<file path="config.mk">
export PLATFORM = sky130hd
export DESIGN_NAME = alu_acc_sequencer_flat
export DESIGN_NICKNAME = d
export VERILOG_FILES = /design/src/rtl/alu_pkg.sv /design/src/rtl/alu_acc_sequencer_if.sv /design/src/rtl/alu_acc_sequencer.sv /design/src/flat_wrapper.sv
export SDC_FILE = /design/constraint.sdc
export NUM_CORES = 1
export LEC_CHECK = 0
export ABC_AREA = 1
export CAP_MARGIN = 20
export CORE_AREA = 2 2 162 164
export DETAILED_ROUTE_END_ITERATION = 8
export DIE_AREA = 0 0 164 166
export PLACE_DENSITY_LB_ADDON = 0.08
export SKIP_CTS_REPAIR_TIMING = 1
export SLEW_MARGIN = 5
export SYNTH_ARGS = -nofsm -noshare
export SYNTH_HDL_FRONTEND = slang
export SYNTH_SLANG_ARGS = --single-unit
</file>
<file path="constraint.sdc">
create_clock -name clk -period 1.4 [get_ports clk]
set_input_delay 0.21 -clock clk [delete_from_list [all_inputs] [get_ports clk]]
set_output_delay 0.21 -clock clk [all_outputs]
set_load 0.02 [all_outputs]
</file>
<file path="src/rtl/alu_pkg.sv">
// ---------------------------------------------------------------------------
// alu_pkg
// Shared types for the 64-bit bitwise ALU and the accumulator sequencer that
// feeds it.
//   alu_mode_t  : ALU operation select (XOR, ~a&b, ~a, zero)
//   seq_state_t : sequencer FSM states
//   DATA_W      : datapath width shared by the ALU and the sequencer
// ---------------------------------------------------------------------------
package alu_pkg;

  localparam int DATA_W = 64;

  typedef enum logic [1:0] {
    ALU_XOR  = 2'd0,
    ALU_ANDN = 2'd1,
    ALU_NOT  = 2'd2,
    ALU_ZERO = 2'd3
  } alu_mode_t;

  typedef enum logic [1:0] {
    IDLE = 2'd0,
    RUN  = 2'd1,
    DONE = 2'd2
  } seq_state_t;

endpackage : alu_pkg

</file>
<file path="src/rtl/alu_acc_sequencer_if.sv">
// ---------------------------------------------------------------------------
// alu_acc_sequencer_if
// Bundles the sequencer's streaming and ALU-facing signals.
//   in_valid/in_ready/in_data/in_mode : incoming (word, op) stream
//   out_valid/out_ready/out_data      : final accumulator result stream
//   alu_a/alu_b/alu_mode/alu_y        : link to the external combinational ALU
// Modports:
//   slave  : the sequencer's view (consumes input stream, produces result)
//   master : the surrounding environment's view
// ---------------------------------------------------------------------------
interface alu_acc_sequencer_if
  import alu_pkg::*;
#(
  parameter int WIDTH = DATA_W
);

  logic             in_valid;
  logic             in_ready;
  logic [WIDTH-1:0] in_data;
  alu_mode_t        in_mode;

  logic             out_valid;
  logic             out_ready;
  logic [WIDTH-1:0] out_data;

  logic [WIDTH-1:0] alu_a;
  logic [WIDTH-1:0] alu_b;
  alu_mode_t        alu_mode;
  logic [WIDTH-1:0] alu_y;

  modport slave (
    input  in_valid, in_data, in_mode, out_ready, alu_y,
    output in_ready, out_valid, out_data, alu_a, alu_b, alu_mode
  );

  modport master (
    output in_valid, in_data, in_mode, out_ready, alu_y,
    input  in_ready, out_valid, out_data, alu_a, alu_b, alu_mode
  );

endinterface : alu_acc_sequencer_if

</file>
<file path="src/rtl/alu_acc_sequencer.sv">
// ---------------------------------------------------------------------------
// alu_acc_sequencer
// Holds a WIDTH-bit accumulator, seeds it on start, then folds a burst of
// len (word, op) pairs through the external ALU (a=acc, b=word, mode=op),
// writing each result back into acc. The final acc is offered on the
// output stream; the block returns to IDLE after the result handshake.
// Ports:
//   clk, rst       : rising-edge clock, synchronous active-high reset
//   start          : begin a burst (sampled only in IDLE)
//   init_val, len  : accumulator seed and burst length, captured with start
//   bus (slave)    : input stream, output stream and ALU link
//   busy           : high whenever the FSM is not in IDLE
//   remaining      : words still to be accepted in the current burst
// ---------------------------------------------------------------------------
module alu_acc_sequencer
  import alu_pkg::*;
#(
  parameter int WIDTH = DATA_W,
  parameter int LEN_W = 8
) (
  input  logic                clk,
  input  logic                rst,
  input  logic                start,
  input  logic [WIDTH-1:0]    init_val,
  input  logic [LEN_W-1:0]    len,
  alu_acc_sequencer_if.slave  bus,
  output logic                busy,
  output logic [LEN_W-1:0]    remaining
);

  seq_state_t       state_q, state_d;
  logic [WIDTH-1:0] acc_q, acc_d;
  logic [LEN_W-1:0] rem_q, rem_d;

  // Next-state, accumulator and burst-counter logic.
  always_comb begin
    state_d = state_q;
    acc_d   = acc_q;
    rem_d   = rem_q;
    case (state_q)
      IDLE: begin
        if (start) begin
          acc_d = init_val;
          rem_d = len;
          // An empty burst goes straight to presenting the seed.
          if (len != {LEN_W{1'b0}}) begin
            state_d = RUN;
          end else begin
            state_d = DONE;
          end
        end else begin
          state_d = IDLE;
        end
      end
      RUN: begin
        // in_ready is unconditionally high in RUN, so in_valid alone is an accept.
        if (bus.in_valid) begin
          acc_d = bus.alu_y;
          rem_d = rem_q - LEN_W'(1);
          if (rem_q == LEN_W'(1)) begin
            state_d = DONE;
          end else begin
            state_d = RUN;
          end
        end else begin
          state_d = RUN;
        end
      end
      DONE: begin
        // start is deliberately not looked at here; it must wait for IDLE.
        if (bus.out_ready) begin
          state_d = IDLE;
        end else begin
          state_d = DONE;
        end
      end
      default: begin
        state_d = IDLE;
      end
    endcase
  end

  // State, accumulator and burst-counter registers.
  always_ff @(posedge clk) begin
    if (rst) begin
      state_q <= IDLE;
      acc_q   <= {WIDTH{1'b0}};
      rem_q   <= {LEN_W{1'b0}};
    end else begin
      state_q <= state_d;
      acc_q   <= acc_d;
      rem_q   <= rem_d;
    end
  end

  // Output decode: handshakes from state flops, datapath straight from acc.
  always_comb begin
    bus.in_ready  = (state_q == RUN);
    bus.out_valid = (state_q == DONE);
    bus.out_data  = acc_q;
    bus.alu_a     = acc_q;
    bus.alu_b     = bus.in_data;
    bus.alu_mode  = bus.in_mode;
    busy          = (state_q != IDLE);
    remaining     = rem_q;
  end

endmodule : alu_acc_sequencer

</file>
<file path="src/flat_wrapper.sv">
// flat-port wrapper written by rule: the top's interface ports become plain ports
module alu_acc_sequencer_flat import alu_pkg::*;
#(
  parameter int WIDTH = DATA_W,
  parameter int LEN_W = 8
)
  (clk, rst, start, init_val, len, busy, remaining, bus_in_valid, bus_in_data, bus_in_mode, bus_out_ready, bus_alu_y, bus_in_ready, bus_out_valid, bus_out_data, bus_alu_a, bus_alu_b, bus_alu_mode);
  alu_acc_sequencer_if #(.WIDTH(WIDTH)) bus_i ();
  input  logic clk;
  input  logic rst;
  input  logic start;
  input  logic [WIDTH-1:0] init_val;
  input  logic [LEN_W-1:0] len;
  output logic busy;
  output logic [LEN_W-1:0] remaining;
  input wire logic [$bits(bus_i.in_valid)-1:0] bus_in_valid;
  input wire logic [$bits(bus_i.in_data)-1:0] bus_in_data;
  input wire logic [$bits(bus_i.in_mode)-1:0] bus_in_mode;
  input wire logic [$bits(bus_i.out_ready)-1:0] bus_out_ready;
  input wire logic [$bits(bus_i.alu_y)-1:0] bus_alu_y;
  output wire logic [$bits(bus_i.in_ready)-1:0] bus_in_ready;
  output wire logic [$bits(bus_i.out_valid)-1:0] bus_out_valid;
  output wire logic [$bits(bus_i.out_data)-1:0] bus_out_data;
  output wire logic [$bits(bus_i.alu_a)-1:0] bus_alu_a;
  output wire logic [$bits(bus_i.alu_b)-1:0] bus_alu_b;
  output wire logic [$bits(bus_i.alu_mode)-1:0] bus_alu_mode;
  assign bus_i.in_valid = bus_in_valid;
  assign bus_i.in_data = bus_in_data;
  assign bus_i.in_mode = bus_in_mode;
  assign bus_i.out_ready = bus_out_ready;
  assign bus_i.alu_y = bus_alu_y;
  assign bus_in_ready = bus_i.in_ready;
  assign bus_out_valid = bus_i.out_valid;
  assign bus_out_data = bus_i.out_data;
  assign bus_alu_a = bus_i.alu_a;
  assign bus_alu_b = bus_i.alu_b;
  assign bus_alu_mode = bus_i.alu_mode;
  alu_acc_sequencer #(.WIDTH(WIDTH), .LEN_W(LEN_W)) u_core (.clk(clk), .rst(rst), .start(start), .init_val(init_val), .len(len), .bus(bus_i), .busy(busy), .remaining(remaining));
endmodule
</file>
## Yosys cells after proc, flatten, opt, wreduce, memory -nomap -nowiden

Index checks and enable logic that the tools add are counted.

| storage, ports and cells | value |
|---|---|
| output and inout bits | 205 |
| logic and storage cells | 26 |
| register bits | 74 |
| input port bits | 207 |

| operators by class | value |
|---|---|
| multiplexer cells | 12 |
| reductions and logical operators | 5 |
| eq/ne operators | 5 |
| add/sub/neg operators | 1 |

Operators with widths:

| operator | count |
|---|---|
| 64-bit 2-to-1 mux | 2 |
| 64-bit one-hot mux with 2 select lines | 1 |
| 8-bit 2-to-1 mux | 2 |
| 8-bit one-hot mux with 2 select lines | 1 |
| 2-bit 2-to-1 mux | 5 |
| 8-bit by 1-bit equality test with 1-bit output, second input constant | 1 |
| 8-bit nonzero test | 1 |
| 8-bit by 1-bit subtractor with 8-bit output, second input constant | 1 |
| 2-bit one-hot mux with 3 select lines | 1 |
| 2-bit != test, second input constant | 2 |
| 2-bit nonzero test | 2 |
| 3-bit AND reduction | 1 |
| 2-bit by 1-bit equality test with 1-bit output, second input constant | 1 |
| 2-bit equality test, second input constant | 1 |
| 2-bit logical NOT | 1 |

## Depth between registers and ports, before layout

| depth | value |
|---|---|
| word-level depth | 4 |
| gate-level depth with buffers | 10 |
| mapped depth without buffers | 9 |

## Least setup slack after synthesis

No wires, ideal clock.

| path | value |
|---|---|
| kind | reg-to-reg |
| start | reg u_core.rem_q[0] (netlist: u_core.remaining[0]) |
| end | reg u_core.rem_q[6] (netlist: u_core.remaining[6]) |
| library setup time | 0.109 ns |
| required time | 1.291 ns |
| cell stages (with the launch flop) | 9 |
| arrival | 1.156 ns |
| path buffers | 0 |
| slack | 0.135 ns |
| clock period less this slack | 1.265 ns |
| path through | dfxtp_1 -> inv_1 -> ha_1 -> nand3_1 -> nand2_1 -> nand3_1 -> nand3_1 -> nand2_1 -> inv_1 |

| between the ends | value |
|---|---|
| word-level cells in the longest chain between the ends | 3 |

RTL lines:

| element | line | source |
|---|---|---|
| start, declared | alu_acc_sequencer.sv:33 | `logic [LEN_W-1:0] rem_q, rem_d;` |
| start signal, assigned | alu_acc_sequencer.sv:88 | `rem_q <= {LEN_W{1'b0}};` |
| start signal, assigned | alu_acc_sequencer.sv:92 | `rem_q <= rem_d;` |
| 8-bit by 1-bit subtractor with 8-bit output | alu_acc_sequencer.sv:59 | `rem_d = rem_q - LEN_W'(1);` |
| 8-bit 2-to-1 mux | alu_acc_sequencer.sv:57 | `if (bus.in_valid) begin` |
| 8-bit one-hot mux with 2 select lines | alu_acc_sequencer.sv:40 | `case (state_q)` |

Every way passes these cells. The select of a mux whose other input is x is not followed.
A chain may end at the register's enable or synchronous reset.

## Final worst setup path

| path | value |
|---|---|
| start | reg u_core.state_q[1] |
| end | out bus_in_ready |

| between the ends | value |
|---|---|
| word-level cells in the longest chain between the ends | 1 |

RTL lines:

| element | line | source |
|---|---|---|
| start, declared | alu_acc_sequencer.sv:31 | `seq_state_t state_q, state_d;` |
| start signal, assigned | alu_acc_sequencer.sv:90 | `state_q <= state_d;` |
| 2-bit by 1-bit equality test with 1-bit output | alu_acc_sequencer.sv:98 | `bus.in_ready = (state_q == RUN);` |
| end, declared | flat_wrapper.sv:21 | `output wire logic [$bits(bus_i.in_ready)-1:0] bus_in_ready;` |

Every way passes these cells.

==> impl_metrics.yaml <==
outcome:
  status: "finished with violations"
  violations: "negative setup slack"
place:
  gp_congestion: 0.742
  io_buffers: 279
  dp_hpwl_um: 12700
floorplan:
  die_w_um: 164
  fp.dieH_um: 166
  core-area_um2: 25600
  rows: 59
  die_area_um2: 27200
  initial_utilization_pct: 16.9
  ioPinCount: 412
drt:
  drtIter0Drc: 191
  via_per_inst: 4.17
  vias: 4587
  antenna_left: 0
  drt_pass1_iterations: 4
  wl_per_cell_um: 17.5
  wirelength_um: 19300
  drcViolationCount: 0
yosys:
  synth_cell_type_count: 19
  syn_nets: 814
  synth-seq-area-share_pct: 34.3
  ys_warn_count: 0
  syn_area_per_cell_um2: 7.15
  syn_area_um2: 4320
  ys_ff_latch: 74
  synth_cells: 605
clock_network:
  cts.sinks: 74
  clkSlewWorstSetupHoldPaths_ns: 0.06
  cts_buffers: 9
  htreeDepth: 3
  clkLatencyLatePin_ns: 0.34
  cts-root-buf: "clkbuf_16"
  tritoncts: "done"
  clock_tree.buffer_depth: 2
sta:
  tightest_slew_ns: 0.302
  slew_headroom_pct: 79.8
  period_share_pct: 107
  skew_ns: 0.0109
  rsz0062_at_grt: "yes"
  min_period_ns: 1.50
  hold_viol_final: 0
  setup_slack_ns: -0.102
  slew_violations: 0
  clock.fmax_mhz: 666
  fin_tns_setup_ns: -0.102
  setup_violations: 1
power:
  p_total_mw: 7.93
  power_density_nw_per_um2: 1050
  peakVddDrop_mv: 0.462
  leakage_nw: 4.78
global_routing:
  grt.overflow.total: 0
  grt_max_degree: 72
  grt_antenna_before_repair: 2
  grt_pass1_vias: 4359
  grt_pass1_wl_um: 25400
  grt_use_total_pct: 12.2
hold_path:
  hold_class: "in -> out"
  worstHoldStart: "bus_in_data[14]"
critical_path:
  worstPathRequired_ns: 1.19
  cp_cell_sequence: "inv_2 -> nand2_4 -> inv_6 -> buf_16 -> buf_8"
  setup.worst_path.start: "u_core.state_q[1]"
  crit_arrival_ns: 1.29
  slowest_stage: "dfxtp_2"
  r2r_start: "u_core.state_q[1]"
  crit_fanout: 36
  slowest_delay_ns: 0.33
  endpoint_kind: "output port"
  worst-setup-path-type: "reg -> out"
  start_kind: "flip-flop"
cells_and_area:
  layout.nets: 967
  layout_commonest_cell: "nand2_1"
  drive_above_1_share_pct: 8.39
  seq_area_um2: 1480
  fillers: 2710
  syn_to_final_growth_pct: 74.3
  multi_input_area_um2: 1670
  layout_common_cells: "nand2_1 (156), clkdlybuf4s50_1 (140), dlymetal6s2s_1 (136)"
run:
  maxCapViolations: 0
-- cell families (layout without fill, tap and decap cells) --
logic type / Yosys count / in the layout / share of synthesized area, %
and+or+nand+nor: 193 / 194 / 17.3
buffers and inverters: 187 / 344 / 28.7
AOI/OAI and AO/OA: 149 / 149 / 19.2
adders and majority gates: 2 / 2 / 0.579
other: 0 / 1 / 0
DFF: 74 / 74 / 34.3
-- synth_stat cells --
cell type  instances  area share [%]
inv_1             19             1.6
o21ai_0           58             6.7
nor2_1            18             1.6
clkbuf_1          19             1.6
buf_4            131              23
buf_6              4             1.0
buf_2             10             1.2
ha_1               2            0.58
dfxtp_1           74              34
nand3_1           14             1.6
a31oi_1           66             9.6
a21oi_1            5            0.58
nor3_1             1            0.12
inv_4              1            0.14
o21ai_1           20             2.3
nand2_2            2            0.29
nand2_1          158              14
buf_1              2            0.17
clkbuf_2           1            0.12
-- per-stage QoR --
stage               cell area [um2]  worst slack, ns  hold WS (ns)  util (%)  std cells
finish                         7530           -0.102         0.420      29.4       1099
global route                   7530           -0.184         0.420      29.4       1099
CTS                            6920           -0.310         0.420      27.0       1087
detailed placement             6620           -0.214         0.420      25.8       1071
global placement               6620           -0.179         0.420      25.8       1071
floorplan                      4320            0.135         0.279         -        605
-- path summary, 6_finish.rpt --
check / slack, ns / cells after the start / to
setup / recovery: -0.10 / 5 / bus_in_ready
hold / removal: 0.42 / 0 / bus_alu_b[14]
setup reg to reg: 0.05 / 8 / u_core.bus.alu_a[54]
hold reg to reg: 0.53 / 2 / u_core.bus.alu_a[18]
-- layer usage --
metal  track usage (%)  part of all wire, %  up-vias
li1                  -                    -     2182
met1              13.7                   40     2147
met2              21.2                   49      201
met3              3.10                  7.6       55
met4              5.68                  2.9        2
met5                 0                0.068        -
-- where the power goes --
part,internal [mW],switching (mW),leakage (nW)
clock network,1.44,1.03,0.149
logic,1.44,1.50,4.02
registers,2.35,0.186,0.615
total,5.22,2.71,4.78
-- registers in the layout, indices dropped and copies added (netlist names) --
signal and cells:
u_core.bus.alu_a 64, u_core.remaining 8, u_core.state_q 2
-- worst max-delay path: cells and delay by family (launching register included) --
kind | cells | cell delay [ns]
flops | 1 | 0.33
simple gates | 1 | 0.07
buf+inv | 4 | 0.54
-- layout make-up --
type / instances / share of cell area [%]
antenna: 1 / 0.0332
clock buffer: 10 / 3.17
clock inverter: 6 / 0.864
inverter: 20 / 1.06
multi-input combinational: 345 / 22.2
sequential: 74 / 19.7
tap: 335 / 5.56
timing repair buffer: 308 / 47.5
(Power assumes the default switching activity.)
